==> src/rtl/act_stream_ctrl.sv <==
// act_stream_ctrl
//   Activation pass over one tile of accumulator results. Each signed partial
//   sum is arithmetically right-shifted, optionally ReLU-clamped (stage 1),
//   then saturated to OUT_WIDTH (stage 2) and emitted with an end-of-tile mark.
//
// Ports
//   clk, rst_n           clock (rising edge), synchronous active-low reset
//   start                one-cycle pulse, latches cfg_* and starts a tile (IDLE only)
//   cfg_len              tile length in elements (0 -> immediate done)
//   cfg_shift            requantization arithmetic right-shift amount
//   cfg_relu_en          clamp negative values to zero before saturation
//   s_valid/s_ready/s_data        accumulator input stream
//   m_valid/m_ready/m_data/m_last activation output stream, m_last on final element
//   busy                 high while the tile is running or draining
//   done                 one-cycle pulse when the tile completes
module act_stream_ctrl #(
    parameter int IN_WIDTH    = 32,
    parameter int OUT_WIDTH   = 8,
    parameter int CNT_WIDTH   = 16,
    parameter int SHIFT_WIDTH = 5
) (
    input  logic                   clk,
    input  logic                   rst_n,
    input  logic                   start,
    input  logic [CNT_WIDTH-1:0]   cfg_len,
    input  logic [SHIFT_WIDTH-1:0] cfg_shift,
    input  logic                   cfg_relu_en,
    input  logic                   s_valid,
    output logic                   s_ready,
    input  logic [IN_WIDTH-1:0]    s_data,
    output logic                   m_valid,
    input  logic                   m_ready,
    output logic [OUT_WIDTH-1:0]   m_data,
    output logic                   m_last,
    output logic                   busy,
    output logic                   done
);

    typedef enum logic [1:0] {ST_IDLE, ST_RUN, ST_DRAIN, ST_DONE} state_t;

    localparam logic [CNT_WIDTH-1:0]       CNT_ONE = CNT_WIDTH'(1);
    localparam logic signed [IN_WIDTH-1:0] SAT_MAX = IN_WIDTH'((2 ** (OUT_WIDTH - 1)) - 1);
    localparam logic signed [IN_WIDTH-1:0] SAT_MIN = IN_WIDTH'(-(2 ** (OUT_WIDTH - 1)));

    state_t                       state_q, state_d;
    logic [CNT_WIDTH-1:0]         len_q, len_d;
    logic [CNT_WIDTH-1:0]         in_cnt_q, in_cnt_d;
    logic [CNT_WIDTH-1:0]         out_cnt_q, out_cnt_d;
    logic [SHIFT_WIDTH-1:0]       shift_q, shift_d;
    logic                         relu_q, relu_d;

    logic                         s1_valid_q, s1_valid_d;
    logic signed [IN_WIDTH-1:0]   s1_data_q, s1_data_d;
    logic                         s1_last_q, s1_last_d;
    logic                         s2_valid_q, s2_valid_d;
    logic [OUT_WIDTH-1:0]         s2_data_q, s2_data_d;
    logic                         s2_last_q, s2_last_d;

    logic                         en;
    logic                         s_hs;
    logic                         m_hs;
    logic                         in_is_last;
    logic signed [IN_WIDTH-1:0]   data_s;
    logic signed [IN_WIDTH-1:0]   shifted;

    // The whole pipeline moves together; a full, stalled stage 2 freezes everything.
    assign en         = !s2_valid_q || m_ready;
    assign s_ready    = (state_q == ST_RUN) && en && (in_cnt_q < len_q);
    assign s_hs       = s_valid && s_ready;
    assign m_hs       = s2_valid_q && m_ready;
    assign in_is_last = ((in_cnt_q + CNT_ONE) == len_q);
    assign data_s     = s_data;
    assign shifted    = data_s >>> shift_q;

    assign m_valid = s2_valid_q;
    assign m_data  = s2_data_q;
    assign m_last  = s2_last_q;
    assign busy    = (state_q == ST_RUN) || (state_q == ST_DRAIN);
    assign done    = (state_q == ST_DONE);

    always_comb begin
        state_d   = state_q;
        len_d     = len_q;
        shift_d   = shift_q;
        relu_d    = relu_q;
        in_cnt_d  = in_cnt_q;
        out_cnt_d = out_cnt_q;

        if (m_hs) begin
            out_cnt_d = out_cnt_q + CNT_ONE;
        end

        unique case (state_q)
            ST_IDLE: begin
                if (start) begin
                    if (cfg_len != '0) begin
                        len_d     = cfg_len;
                        shift_d   = cfg_shift;
                        relu_d    = cfg_relu_en;
                        in_cnt_d  = '0;
                        out_cnt_d = '0;
                        state_d   = ST_RUN;
                    end else begin
                        state_d   = ST_DONE;
                    end
                end
            end
            ST_RUN: begin
                if (s_hs) begin
                    in_cnt_d = in_cnt_q + CNT_ONE;
                    if (in_is_last) begin
                        state_d = ST_DRAIN;
                    end
                end
            end
            ST_DRAIN: begin
                if (m_hs && ((out_cnt_q + CNT_ONE) == len_q)) begin
                    state_d = ST_DONE;
                end
            end
            ST_DONE: begin
                state_d = ST_IDLE;
            end
            default: begin
                state_d = ST_IDLE;
            end
        endcase
    end

    always_comb begin
        s1_valid_d = s1_valid_q;
        s1_data_d  = s1_data_q;
        s1_last_d  = s1_last_q;
        s2_valid_d = s2_valid_q;
        s2_data_d  = s2_data_q;
        s2_last_d  = s2_last_q;

        if (en) begin
            s1_valid_d = s_hs;
            s1_last_d  = s_hs && in_is_last;
            if (s_hs) begin
                s1_data_d = (relu_q && shifted[IN_WIDTH-1]) ? '0 : shifted;
            end

            s2_valid_d = s1_valid_q;
            s2_last_d  = s1_last_q;
            if (s1_valid_q) begin
                if (s1_data_q > SAT_MAX) begin
                    s2_data_d = SAT_MAX[OUT_WIDTH-1:0];
                end else if (s1_data_q < SAT_MIN) begin
                    s2_data_d = SAT_MIN[OUT_WIDTH-1:0];
                end else begin
                    s2_data_d = s1_data_q[OUT_WIDTH-1:0];
                end
            end
        end
    end

    always_ff @(posedge clk) begin
        if (!rst_n) begin
            state_q    <= ST_IDLE;
            len_q      <= '0;
            shift_q    <= '0;
            relu_q     <= 1'b0;
            in_cnt_q   <= '0;
            out_cnt_q  <= '0;
            s1_valid_q <= 1'b0;
            s1_data_q  <= '0;
            s1_last_q  <= 1'b0;
            s2_valid_q <= 1'b0;
            s2_data_q  <= '0;
            s2_last_q  <= 1'b0;
        end else begin
            state_q    <= state_d;
            len_q      <= len_d;
            shift_q    <= shift_d;
            relu_q     <= relu_d;
            in_cnt_q   <= in_cnt_d;
            out_cnt_q  <= out_cnt_d;
            s1_valid_q <= s1_valid_d;
            s1_data_q  <= s1_data_d;
            s1_last_q  <= s1_last_d;
            s2_valid_q <= s2_valid_d;
            s2_data_q  <= s2_data_d;
            s2_last_q  <= s2_last_d;
        end
    end

endmodule

==> config.mk <==
export PLATFORM = sky130hd
export DESIGN_NAME = act_stream_ctrl
export DESIGN_NICKNAME = d
export VERILOG_FILES = /design/src/rtl/act_stream_ctrl.sv
export SDC_FILE = /design/constraint.sdc
export NUM_CORES = 1
export LEC_CHECK = 0
export BUFFER_PORTS_ARGS = -buffer_cell sky130_fd_sc_hd__buf_2
export CELL_PAD_IN_SITES_DETAIL_PLACEMENT = 0
export CELL_PAD_IN_SITES_GLOBAL_PLACEMENT = 1
export CORE_ASPECT_RATIO = 0.8
export CORE_MARGIN = 1
export CORE_UTILIZATION = 45
export CTS_CLUSTER_SIZE = 25
export DETAILED_ROUTE_END_ITERATION = 8
export PLACE_DENSITY_LB_ADDON = 0.1
export SYNTH_ARGS = -nofsm -noshare
export SYNTH_HDL_FRONTEND = slang
export SYNTH_SLANG_ARGS = --single-unit
export TNS_END_PERCENT = 100
==> constraint.sdc <==
create_clock -name clk -period 4.1 [get_ports clk]
set_input_delay 0.205 -clock clk [delete_from_list [all_inputs] [get_ports clk]]
set_output_delay 0.205 -clock clk [all_outputs]
set_load 0.02 [all_outputs]
Word level (Yosys, flattened, before mapping):

Cells that the tools add are included.

* word-level logic and storage cells: 63
* input port bits: 59
* register bits after elaboration: 100
* output and inout bits: 13

* $lt $le $gt $ge: 3
* mux-type cells: 17
* add/sub/neg operators: 2
* shifts and indexed selects: 1
* eq/ne operators: 10
* reductions and logical operators: 18

Operators by type and width (count)
* 16-bit 2-to-1 mux: 7
* 16-bit by 1-bit adder with 16-bit output, second input constant: 2
* 16-bit equality test: 2
* 32-bit by 8-bit > comparator with 1-bit output, second input constant: 1
* 32-bit by 8-bit less-than comparator with 1-bit output, second input constant: 1
* 32-bit 2-to-1 mux: 1
* 16-bit one-hot mux with 2 select lines: 1
* 32-bit by 5-bit >>> shifter with 32-bit output: 1
* 16-bit less-than comparator: 1
* 8-bit 2-to-1 mux: 2
* 16-bit nonzero test: 1
* 2-bit 2-to-1 mux: 5
* 2-bit != test, second input constant: 4
* 2-bit one-hot mux with 4 select lines: 1
* 4-bit AND reduction: 2
* 1-bit logical AND: 7
* 2-bit equality test, second input constant: 2
* 2-bit AND reduction: 2
* 3-bit AND reduction: 1
* 2-bit by 1-bit equality test with 1-bit output, second input constant: 1
* 2-bit zero test: 1
* 1-bit logical OR: 2
* 2-bit by 1-bit != test with 1-bit output, second input constant: 1
* 2-bit nonzero test: 1
* 1-bit zero test: 1

Depth between registers and ports, before layout:

Gate-level depths: netlist of run 1.

* depth in word-level cells: 7
* depth in mapped cells: 13
* mapped depth without buffers: 10

Worst setup path after synthesis of run 1:

No wires, ideal clock.

* path kind: register to register
* start: reg len_q[7]
* end: reg in_cnt_q[7]
* stages on the path, launching flop included: 14
* data required time: 4.012 ns
* period minus slack after synthesis: 2.898 ns
* path slack: 1.202 ns
* library setup time: 0.088 ns
* buffers on the path: 3
* arrival time: 2.810 ns
* cell sequence: dfxtp_1 > clkbuf_1 > inv_1 > ha_1 > a21oi_1 > a31oi_1 > o21bai_1 > or4b_1 > buf_2 > or3b_4 > buf_6 > nor3_2 > nor2_1 > a311oi_2

* longest elaborated chain between the ends: 5

RTL lines
* start: declaration: RTL line 46 `logic [CNT_WIDTH-1:0] len_q, len_d;`
* start signal: assignment: RTL line 175 `len_q <= len_d;`
* 16-bit less-than comparator: RTL line 68 `assign s_ready = (state_q == ST_RUN) && en && (in_cnt_q < len_q);`
* 1-bit logical AND: RTL line 68
* 1-bit logical AND: RTL line 69 `assign s_hs = s_valid && s_ready;`
* 2-bit != test (no source line)
* 4-bit AND reduction (no source line)
* end signal: assignment: RTL line 178 `in_cnt_q <= in_cnt_d;`
* end: declaration: RTL line 47 `logic [CNT_WIDTH-1:0] in_cnt_q, in_cnt_d;`

Every way passes these cells.
A chain may end at the register's enable or synchronous reset.

Worst setup path in the final report of run 1:

* start: reg state_q[1]
* end: reg in_cnt_q[14]

* longest elaborated chain between the ends: 6
* elaborated cells on any way between the ends: 11
* those cells by class: eq/ne (4); mux (1); reduce/logical (6)

RTL lines
* start: declaration: RTL line 45 `state_t state_q, state_d;`
* start signal: assignment: RTL line 174 `state_q <= state_d;`
* 2-bit by 1-bit equality test with 1-bit output: RTL line 68, 93
* 1-bit logical AND (2 in series): RTL line 68
* 1-bit logical AND: RTL line 69
* 2-bit != test (no source line)
* 4-bit AND reduction (no source line)

Several ways; a longest one is shown, not always the timed one.

==> results.sh, run 1 <==
export IMPL_fin_crit_sh_pct=76.5
export IMPL_clkTransAtPathRegs_ns=0.07
export IMPL_path_common_cell="inv_1"
export IMPL_start_util_pct=46.5
export IMPL_skew_ns=0.00817
export IMPL_antenna_found_initial=0
export IMPL_syn_area_mm2=0.00705
export IMPL_synth_fp_nets=954
export IMPL_syn_to_final_growth_pct=10.7
export IMPL_mostFrequentLayoutCells="nor2_1, dfxtp_1, nand2_1, buf_2, a21oi_1"
export IMPL_diodes=0
export IMPL_p_per_area_mw_per_mm2=388
export IMPL_postLayoutCellArea_mm2=0.00780
export IMPL_synth_top_area_share_pct=28.4
export IMPL_yosysSeqAreaShare_pct=28.4
export IMPL_drcViolationCount=0
export IMPL_finalHoldViolCount=0
export IMPL_clk_insertion_delay_late_ns=0.35
export IMPL_cts_root_buf="clkbuf_16"
export IMPL_period_needed_ns=3.14
export IMPL_dp_hpwl_um=14800
export IMPL_timing_fmax_ghz=0.319
export IMPL_rsz0062_at_grt="no"
export IMPL_grt_first_pass_wirelength_um=31500
export IMPL_ant_nets=0
export IMPL_cts_buffers=9
export IMPL_slew_headroom_pct=28.6
export IMPL_crit_type="flip-flop to flip-flop"
export IMPL_ios=72
export IMPL_synth_cell_type_count=61
export IMPL_cts_tree="built"
export IMPL_netlist_top_cell_by_area="dfxtp_1"
export IMPL_cts_repair_resized=0
export IMPL_r2r_cells=11
export IMPL_numPortBuffers=71
export IMPL_viasPerCell=5.84
export IMPL_grt_pass1_vias=5835
export IMPL_post_drt_wl_per_cell_um=17.4
export IMPL_core_area_mm2=0.0152
export IMPL_drt_iter0_markers=551
export IMPL_timing_rr_end="in_cnt_q[14]"
export IMPL_cp_end_kind="flip-flop"
export IMPL_setup_viol=0
export IMPL_cap_viol_max_count=0
export IMPL_slew_viol_final=0
export IMPL_grt_overflow=0
export IMPL_worst_ir_drop_vdd_mv=0.224
export IMPL_drive_gt1_share_pct=16.1
export IMPL_max_stage_delay_ns=0.66
export IMPL_htreeDepth=3
export IMPL_reg2reg_from="state_q[1]"
export IMPL_path_cells="inv_1 > ha_1 > buf_4 > inv_1 > a2111oi_2 > o21ai_1 > or4b_1 > or3b_4 > nor3_1 > a22o_1 > and2_1"
export IMPL_hold_end="relu_q"
export IMPL_synth_ff_type="dfxtp_1"
export IMPL_netlist_instances=872
export IMPL_whs_path_depth=3
export IMPL_async_flop_share_pct=0
export IMPL_dieArea_mm2=0.0162
export IMPL_critPathMaxFanout=13
export IMPL_p_leak_nw=3.07
export IMPL_critical_path_arrival_ns=3.43
export IMPL_placed_area_mm2=0.00751
export IMPL_hold_buffers=0
export IMPL_drt_total_wl_um=19500
export IMPL_ctsLongestPathBuffers=2
export IMPL_die_w_um=142
export IMPL_cp_slowest_cell="or4b_1"
export IMPL_avgSynthCellArea_um2=8.08
export IMPL_worst_pin_slew_ns=1.07
export IMPL_grt_max_degree=59
export IMPL_synth_edff_count=0
export IMPL_via_count=6549
export IMPL_synth_seq_cells=100
export IMPL_hold_class="primary input to flip-flop"
export IMPL_gp_congestion=0.884
export IMPL_status="complete, no violations"
export IMPL_synthTopCellsByArea="dfxtp_1, mux4_2, mux2i_1"
export IMPL_die_h_um=114
export IMPL_grt_usage_pct=25.1
export IMPL_final_nets=988
export IMPL_final_common_cell="nor2_1"
export IMPL_hp_start="cfg_relu_en"
export IMPL_cp_start_kind="flip-flop"
export IMPL_post_cts_buffers=0
export IMPL_setup_tns_ns=0
export IMPL_num_rows=40
export IMPL_reg2reg_slack_ns=0.96
export IMPL_ys_warn_count=0
export IMPL_worstPathRequired_ns=4.39
export IMPL_cts_sinks=100
export IMPL_firstDrtPassIters=5
==> per-layer routing <==
layer / routed length, um / up-vias / share of wire (%) / GRT usage [%]
met3: 1730 / 12 / 8.9 / 7.14
met4: 140 / 0 / 0.72 / 4.09
met1: 10200 / 3087 / 52 / 39.6
li1: - / 3188 / - / -
met2: 7430 / 262 / 38 / 33.3
met5: 0 / - / 0 / 0
==> where the power goes <==
| part | leakage [nW] | switching (mW) | internal [mW] |
|---|---|---|---|
| logic | 2.11 | 0.613 | 0.437 |
| clock network | 0.145 | 0.424 | 0.429 |
| registers | 0.810 | 0.0954 | 1.03 |
| total | 3.07 | 1.13 | 1.89 |
==> critical path, delay by kind of cell (launching register included) <==
kind                       cells  cell delay [ns]
buffers and inverters          3             0.50
adders and majority gates      1             0.16
AOI/OAI and AO/OA              3             0.52
DFF                            1             0.34
and+or+nand+nor                4             1.56
==> how the worst max path moves through the flow <==
stage                      startpoint           end  slack, ns
after floorplan              len_q[7]   in_cnt_q[7]       1.20
after global placement    in_cnt_q[7]    state_q[0]       1.08
after detailed placement   state_q[1]   in_cnt_q[7]       0.98
after CTS                  state_q[1]  in_cnt_q[14]       0.97
after global routing       state_q[1]  s1_data_q[8]       0.65
final                      state_q[1]  in_cnt_q[14]       0.96
==> through the flow <==
step                utilization [%]  hold slack (ns)  std cells  total power, mW  worst slack (ns)
floorplan                         -            0.349        872             1.87              1.20
global placement               49.5            0.434       1105             2.16              1.08
detailed placement             49.5            0.445       1105             2.17             0.977
CTS                            51.4           0.0756       1121             3.03             0.966
global route                   51.4           0.0754       1121             3.21             0.652
finish                         51.4           0.0829       1121             3.02             0.962
==> cell type report <==
class | count | area, um2
clock buffer | 9 | 225
clock inverter | 7 | 67.6
multi-input combinational | 684 | 4690
sequential | 100 | 2000
inverter | 29 | 109
timing repair buffer | 82 | 438
tap | 210 | 263
fill | 1436 | 7370
==> cell usage after synthesis, types with 5 or more instances <==
cell,n
a21oi_1,59
and2_1,8
ha_1,23
xor2_1,20
o21a_1,5
o21ai_0,54
xnor2_1,35
nand3_1,19
or3_1,6
nor3_1,20
buf_2,9
nor4_1,13
a211oi_1,8
mux2i_1,54
nor2_1,128
clkbuf_1,41
inv_1,29
nor3b_1,5
mux2_2,11
mux4_2,27
buf_1,7
a22oi_1,14
nand2_1,86
nor2b_1,8
nand4_1,25
dfxtp_1,100
==> sequential cells by signal (all words and copies together) (netlist names) <==
signal and count:
shift_q 5, s1_valid_q 1, m_data 8, out_cnt_q 16, len_q 16, state_q 2, m_valid 1, s1_last_q 1
s1_data_q 32, relu_q 1, m_last 1, in_cnt_q 16
==> logic make-up (layout without fill, tap and decap cells) <==
kind of cell	after synthesis	after routing	synth area share, %
buffers and inverters	88	127	4.97
and+or+nand+nor	339	339	22.6
adders and majority gates	23	23	4.08
AOI/OAI and AO/OA	175	175	15.1
muxes	92	92	18.1
DFF	100	100	28.4
xor gates and xnor gates	55	55	6.84
(Power assumes the default switching activity.)
==> run 2: changes to the inputs <==
--- a/config.mk
+++ b/config.mk
@@ -5,12 +5,13 @@
 export SDC_FILE = /design/constraint.sdc
 export NUM_CORES = 1
 export LEC_CHECK = 0
+export ABC_AREA = 1
 export BUFFER_PORTS_ARGS = -buffer_cell sky130_fd_sc_hd__buf_2
 export CELL_PAD_IN_SITES_DETAIL_PLACEMENT = 0
 export CELL_PAD_IN_SITES_GLOBAL_PLACEMENT = 1
 export CORE_ASPECT_RATIO = 0.8
 export CORE_MARGIN = 1
-export CORE_UTILIZATION = 45
+export CORE_UTILIZATION = 42
 export CTS_CLUSTER_SIZE = 25
 export DETAILED_ROUTE_END_ITERATION = 8
 export PLACE_DENSITY_LB_ADDON = 0.1
==> constraint.sdc (replaced) <==
create_clock -name clk -period 3.2 [get_ports clk]
set_input_delay 0.16 -clock clk [delete_from_list [all_inputs] [get_ports clk]]
set_output_delay 0.16 -clock clk [all_outputs]
set_load 0.02 [all_outputs]
==> run 2 against run 1 <==
  * Total power up 95%
  * Via count up 20%
  * Synthesized area up 2.9%
  * Sequential power up 52%
  * Die area up 10%
  * Fmax up 19%
  * Flip-flop and latch count unchanged
  * Routed wire length up 16%
  * Global-route usage up 0.90 points
  * Setup slack worse by 0.40 ns
  * Synthesized cell count up 35%
  * Critical path type unchanged
  * Critical endpoint is now s1_data_q[8]
  * Largest cell class unchanged
  * Largest power group is now combinational cells
==> results.sh, run 2 <==
export IMPL_start_util_pct=43.4
export IMPL_netlist_instances=1174
export IMPL_skew_ns=0.0190
export IMPL_timing_rr_end="s1_data_q[8]"
export IMPL_worstPathRequired_ns=3.43
export IMPL_async_flop_share_pct=0
export IMPL_fin_crit_sh_pct=82.5
export IMPL_p_sw_share_pct=48.3
export IMPL_crit_type="flip-flop to flip-flop"
export IMPL_synth_seq_cells=100
export IMPL_postLayoutCellArea_mm2=0.00808
export IMPL_worst_pin_slew_ns=0.679
export IMPL_grt_first_pass_wirelength_um=36200
export IMPL_status="complete, no violations"
export IMPL_reg2reg_from="len_q[13]"
export IMPL_yosysSeqAreaShare_pct=27.6
export IMPL_hp_start="cfg_shift[3]"
export IMPL_grt_overflow=0
export IMPL_final_nets=1298
export IMPL_syn_to_final_growth_pct=11.4
export IMPL_cap_viol_max_count=0
export IMPL_antenna_found_initial=0
export IMPL_cts_root_buf="clkbuf_16"
export IMPL_synth_top_cells_by_count="nand2_1, o21ai_0, nor2_1"
export IMPL_ctsLongestPathBuffers=2
export IMPL_cp_end_kind="flip-flop"
export IMPL_place_ws_ns=0.616
export IMPL_final_common_cell="nand2_1"
export IMPL_top_register="s1_data_q"
export IMPL_clkTransAtPathRegs_ns=0.08
export IMPL_ant_nets=0
export IMPL_htreeDepth=3
export IMPL_n_fill_cell=1860
export IMPL_diodes=0
export IMPL_largest_reg_flops=32
export IMPL_reg2reg_slack_ns=0.56
export IMPL_cts_tree="built"
export IMPL_post_drt_wl_per_cell_um=15.8
export IMPL_regArea_mm2=0.00200
export IMPL_mostFrequentLayoutCells="nand2_1, o21ai_0, nor2_1, nand3_1, a21oi_1"
export IMPL_die_w_um=149
export IMPL_setup_tns_ns=0
export IMPL_critical_path_arrival_ns=2.87
export IMPL_netlist_top_cell_by_area="dfxtp_1"
export IMPL_drt_iter0_markers=799
export IMPL_dp_hpwl_um=17500
export IMPL_grt_usage_pct=26.0
export IMPL_yosysMostFrequentCell="nand2_1"
export IMPL_drt_total_wl_um=22700
export IMPL_worst_ir_drop_vdd_mv=0.450
export IMPL_synthTopCellsByArea="dfxtp_1, nand2_1, o21ai_0"
export IMPL_p_per_area_mw_per_mm2=731
export IMPL_multiInputGateArea_mm2=0.00462
export IMPL_synth_top_area_share_pct=27.6
export IMPL_p_leak_nw=3.46
export IMPL_hold_class="primary input to flip-flop"
export IMPL_cts_repair_resized=0
export IMPL_cts_sinks=100
export IMPL_seq_power_share_pct=28.7
export IMPL_via_count=7857
export IMPL_drive_gt1_share_pct=11.8
export IMPL_syn_area_mm2=0.00725
export IMPL_slew_headroom_pct=54.7
export IMPL_fin_ws_ns=0.562
export IMPL_die_h_um=120
export IMPL_ys_warn_count=0
export IMPL_num_rows=42
export IMPL_setup_viol=0
export IMPL_whs_path_depth=3
export IMPL_dp_cells=1425
export IMPL_combPwrFrac_pct=52.1
export IMPL_layout_cells_non_filler=1441
export IMPL_p_clk_share_pct=19.2
export IMPL_grt_max_degree=39
export IMPL_timing_fmax_ghz=0.379
export IMPL_ios=72
export IMPL_switchingPower_mw=2.85
export IMPL_hold_end="shift_q[3]"
export IMPL_synth_ff_type="dfxtp_1"
export IMPL_post_cts_buffers=0
export IMPL_rsz0062_at_grt="no"
export IMPL_core_area_mm2=0.0167
export IMPL_gp_congestion=0.921
export IMPL_fin_total_pwr_mw=5.91
export IMPL_period_needed_ns=2.64
export IMPL_firstDrtPassIters=5
export IMPL_r2r_cells=10
export IMPL_drcViolationCount=0
export IMPL_grt_pass1_vias=6761
export IMPL_internal_power_mw=3.05
export IMPL_critPathMaxFanout=19
export IMPL_numPortBuffers=71
export IMPL_dieArea_mm2=0.0178
export IMPL_viasPerCell=5.45
export IMPL_synth_edff_count=0
export IMPL_clk_insertion_delay_late_ns=0.36
export IMPL_finalHoldViolCount=0
export IMPL_avgSynthCellArea_um2=6.18
export IMPL_synth_cell_type_count=47
export IMPL_hold_buffers=0
export IMPL_slew_viol_final=0
export IMPL_placed_area_mm2=0.00777
export IMPL_synth_fp_nets=1256
export IMPL_cp_start_kind="flip-flop"
export IMPL_cts_buffers=9
run 2: cell types whose count changed after synthesis, moves of 18 or more:
cell,change
mux4_2,-27
nand3_1,+88
xnor2_1,-34
nor2_1,-20
inv_1,+63
a21oi_1,+45
o21ai_0,+72
mux2i_1,-50
nand2_1,+224
nor3_1,-18
run 2: routing by layer:
metal / global-route usage (%) / up-vias / wire (um)
li1: - / 4031 / -
met1: 43.6 / 3563 / 12700
met2: 32.3 / 253 / 8220
met3: 5.51 / 10 / 1680
met4: 4.85 / 0 / 142
met5: 0 / - / 0
run 2: worst max path at each step:
stage	startpoint	slack [ns]	cells after the start	to
floorplan	len_q[13]	1.17	13	in_cnt_q[12]
global placement	len_q[13]	0.65	10	s1_data_q[0]
detailed placement	len_q[13]	0.62	10	s1_data_q[0]
CTS	len_q[13]	0.59	10	s1_data_q[0]
global route	in_cnt_q[0]	0.36	13	s1_data_q[0]
finish	len_q[13]	0.56	10	s1_data_q[8]
run 2: final cells by class:
cell class                      instances  area share, %
Clock buffer                            9           2.79
Clock inverter                          7           1.07
Inverter                               98           4.57
Multi-Input combinational cell        916           57.1
Sequential cell                       100           24.8
Tap cell                              220           3.41
Timing Repair Buffer                   91           6.25
run 2: per-stage QoR:
step                util [%]  hold WS (ns)
floorplan                  -         0.298
global placement        46.5         0.452
detailed placement      46.5         0.457
CTS                     48.4        0.0781
global route            48.4         0.106
finish                  48.4        0.0873
run 2: critical path, cell delays in order (launching register included):
cell	delay (ns)
dfxtp_1	0.44
inv_1	0.17
ha_1	0.33
nand3_1	0.11
nor3_1	0.17
nand2_1	0.09
nand4_1	0.17
clkinv_1	0.48
buf_4	0.34
o21ai_0	0.15
a21oi_1	0.05
run 2: cell families after synthesis:
logic type               synth area share [%]
AND/OR/NAND/NOR                          36.7
XOR/XNOR                                 2.47
AO/OA/AOI/OAI                            19.9
adder cells (fa/ha/maj)                  3.97
buffers and inverters                    8.71
flip-flops                               27.6
multiplexers                            0.552
run 2: power groups by stage:
stage	combinational [mW]	clock [mW]	sequential (mW)
2_1_floorplan	2.18	0	1.68
3_3_place_gp	3.03	0	1.72
3_5_place_dp	3.02	0	1.72
4_1_cts	3.03	1.16	1.69
5_1_grt	3.46	1.20	1.73
6_report	3.07	1.13	1.70
==> run 3: changes to the inputs <==
==> constraint.sdc (replaced) <==
create_clock -name clk -period 2.5 [get_ports clk]
set_input_delay 0.125 -clock clk [delete_from_list [all_inputs] [get_ports clk]]
set_output_delay 0.125 -clock clk [all_outputs]
set_load 0.02 [all_outputs]
==> run 3 against run 2 <==
  * Cell count increased by 1.2%
  * Routed wire length about the same
  * Count of clock-buffer cells in the layout unchanged
  * Global-route usage down 0.17 points
  * Fmax rose by 17%
  * Sequential power rose by 28%
  * Hold slack worse by 0.038 ns
  * Register-to-register slack got worse by 0.31 ns
  * Largest power group unchanged
  * Sequential share of layout area decreased by 0.49 points
  * Non-clock buffer count increased by 17
  * Clock power increased by 39%
  * Utilization rose by 1.0 points
==> results.sh, run 3 (synthesis gave the netlist of run 2 again) <==
export IMPL_die_h_um=120
export IMPL_n_fill_cell=1793
export IMPL_critical_path_arrival_ns=2.56
export IMPL_fin_crit_sh_pct=90.1
export IMPL_worstPathRequired_ns=2.81
export IMPL_period_needed_ns=2.25
export IMPL_cts_root_buf="clkbuf_16"
export IMPL_firstDrtPassIters=5
export IMPL_fin_util_pct=49.4
export IMPL_via_count=7794
export IMPL_p_leak_nw=3.56
export IMPL_gp_congestion=0.889
export IMPL_slew_viol_final=0
export IMPL_rsz0062_at_grt="no"
export IMPL_drive_gt1_share_pct=13.3
export IMPL_top_register="s1_data_q"
export IMPL_die_w_um=149
export IMPL_core_area_mm2=0.0167
export IMPL_final_common_cell="nand2_1"
export IMPL_htreeDepth=3
export IMPL_fin_total_pwr_mw=7.85
export IMPL_worst_ir_drop_vdd_mv=0.610
export IMPL_diodes=0
export IMPL_ctsLongestPathBuffers=2
export IMPL_viasPerCell=5.35
export IMPL_antenna_found_initial=0
export IMPL_syn_to_final_growth_pct=13.8
export IMPL_reg2reg_slack_ns=0.25
export IMPL_slew_headroom_pct=50.4
export IMPL_skew_ns=0.0108
export IMPL_critPathMaxFanout=9
export IMPL_r2r_cells=13
export IMPL_drt_iter0_markers=707
export IMPL_dp_hpwl_um=17500
export IMPL_grt_max_degree=45
export IMPL_clkTransAtPathRegs_ns=0.08
export IMPL_dieArea_mm2=0.0178
export IMPL_grt_first_pass_wirelength_um=35900
export IMPL_cp_end_kind="flip-flop"
export IMPL_whs_path_depth=3
export IMPL_grt_pass1_vias=6644
export IMPL_use_met1_pct=44.1
export IMPL_timing_fmax_ghz=0.444
export IMPL_crit_type="flip-flop to flip-flop"
export IMPL_status="complete, no violations"
export IMPL_top_usage_layer="met1"
export IMPL_use_met3_pct=4.87
export IMPL_ant_nets=0
export IMPL_clk_insertion_delay_late_ns=0.37
export IMPL_mostFrequentLayoutCells="nand2_1, o21ai_0, nor2_1, nand3_1, a21oi_1"
export IMPL_cts_sinks=100
export IMPL_largest_reg_flops=32
export IMPL_start_util_pct=43.4
export IMPL_grt_usage_pct=25.8
export IMPL_cap_viol_max_count=0
export IMPL_final_nets=1315
export IMPL_drcViolationCount=0
export IMPL_regArea_mm2=0.00200
export IMPL_cts_tree="built"
export IMPL_setup_viol=0
export IMPL_p_per_area_mw_per_mm2=951
export IMPL_num_rows=42
export IMPL_numPortBuffers=71
export IMPL_setup_tns_ns=0
export IMPL_multiInputGateArea_mm2=0.00463
export IMPL_post_drt_wl_per_cell_um=15.6
export IMPL_drt_total_wl_um=22700
export IMPL_worst_pin_slew_ns=0.739
export IMPL_finalHoldViolCount=0
export IMPL_use_met2_pct=31.5
export IMPL_cts_buffers=9
export IMPL_hold_class="primary input to flip-flop"
export IMPL_cp_start_kind="flip-flop"
export IMPL_ios=72
export IMPL_grt_overflow=0
-- run 3: cell types whose count changed in the layout (fill, tap and decap cells not counted), sizes merged --
| cell | previous run | this run |
|---|---|---|
| buf | 91 | 108 |
| clkinv | 7 | 6 |
| bufinv | 0 | 1 |
-- run 3: stage by stage --
stage | hold slack (ns) | setup WS (ns) | area [um2] | instances
2_1_floorplan | 0.263 | 0.472 | 7250 | 1174
3_5_place_dp | 0.418 | 0.222 | 7900 | 1441
6_report | 0.0497 | 0.247 | 8250 | 1458
3_3_place_gp | 0.416 | 0.265 | 7900 | 1441
5_1_grt | 0.0611 | 0.00133 | 8250 | 1458
4_1_cts | 0.0376 | 0.210 | 8230 | 1457
-- run 3: path summary, 6_finish.rpt --
check,from,to
worst max-delay path,len_q[9],state_q[1]
worst min-delay path,cfg_shift[3],shift_q[3]
worst max register to register,len_q[9],state_q[1]
worst min register to register,s1_data_q[28],s1_data_q[28]
-- run 3: routing by layer --
layer	part of all wire, %	vias to the layer above	wire length (um)
li1	-	4056	-
met1	57	3539	12900
met2	36	191	8240
met3	6.4	8	1460
met4	0.64	0	146
met5	0	-	0
-- run 3: cell type report --
type | count | area share [%]
Multi-Input combinational cell | 916 | 56.1
Sequential cell | 100 | 24.3
Timing Repair Buffer | 108 | 7.83
Inverter | 98 | 4.47
Tap cell | 220 | 3.34
Clock buffer | 9 | 2.73
Clock inverter | 7 | 1.24
-- run 3: worst max-delay path, stage by stage, from the launching register on --
cell and delay (ns):
dfxtp_1 0.37, inv_1 0.11, ha_1 0.32, a21oi_1 0.15, o21ai_0 0.11, a21oi_2 0.18, nand4_1 0.16, buf_4 0.21
a21boi_2 0.14, buf_4 0.17, nand3_2 0.10, nand2_1 0.07, nand2_1 0.04, nor2_1 0.09
-- run 3: timing repair --
item	in CTS	in global routing
resized for setup	0	4
buffers inserted	0	1
hold buffers	0	0
endpoints found under the setup margin	0	2
-- run 3: power by group --
group / internal, mW / total (mW) / switching (mW) / leakage [nW]
sequential: 1.90 / 2.17 / 0.275 / 0.815
combinational: 1.40 / 4.10 / 2.70 / 2.58
clock: 0.815 / 1.57 / 0.755 / 0.160
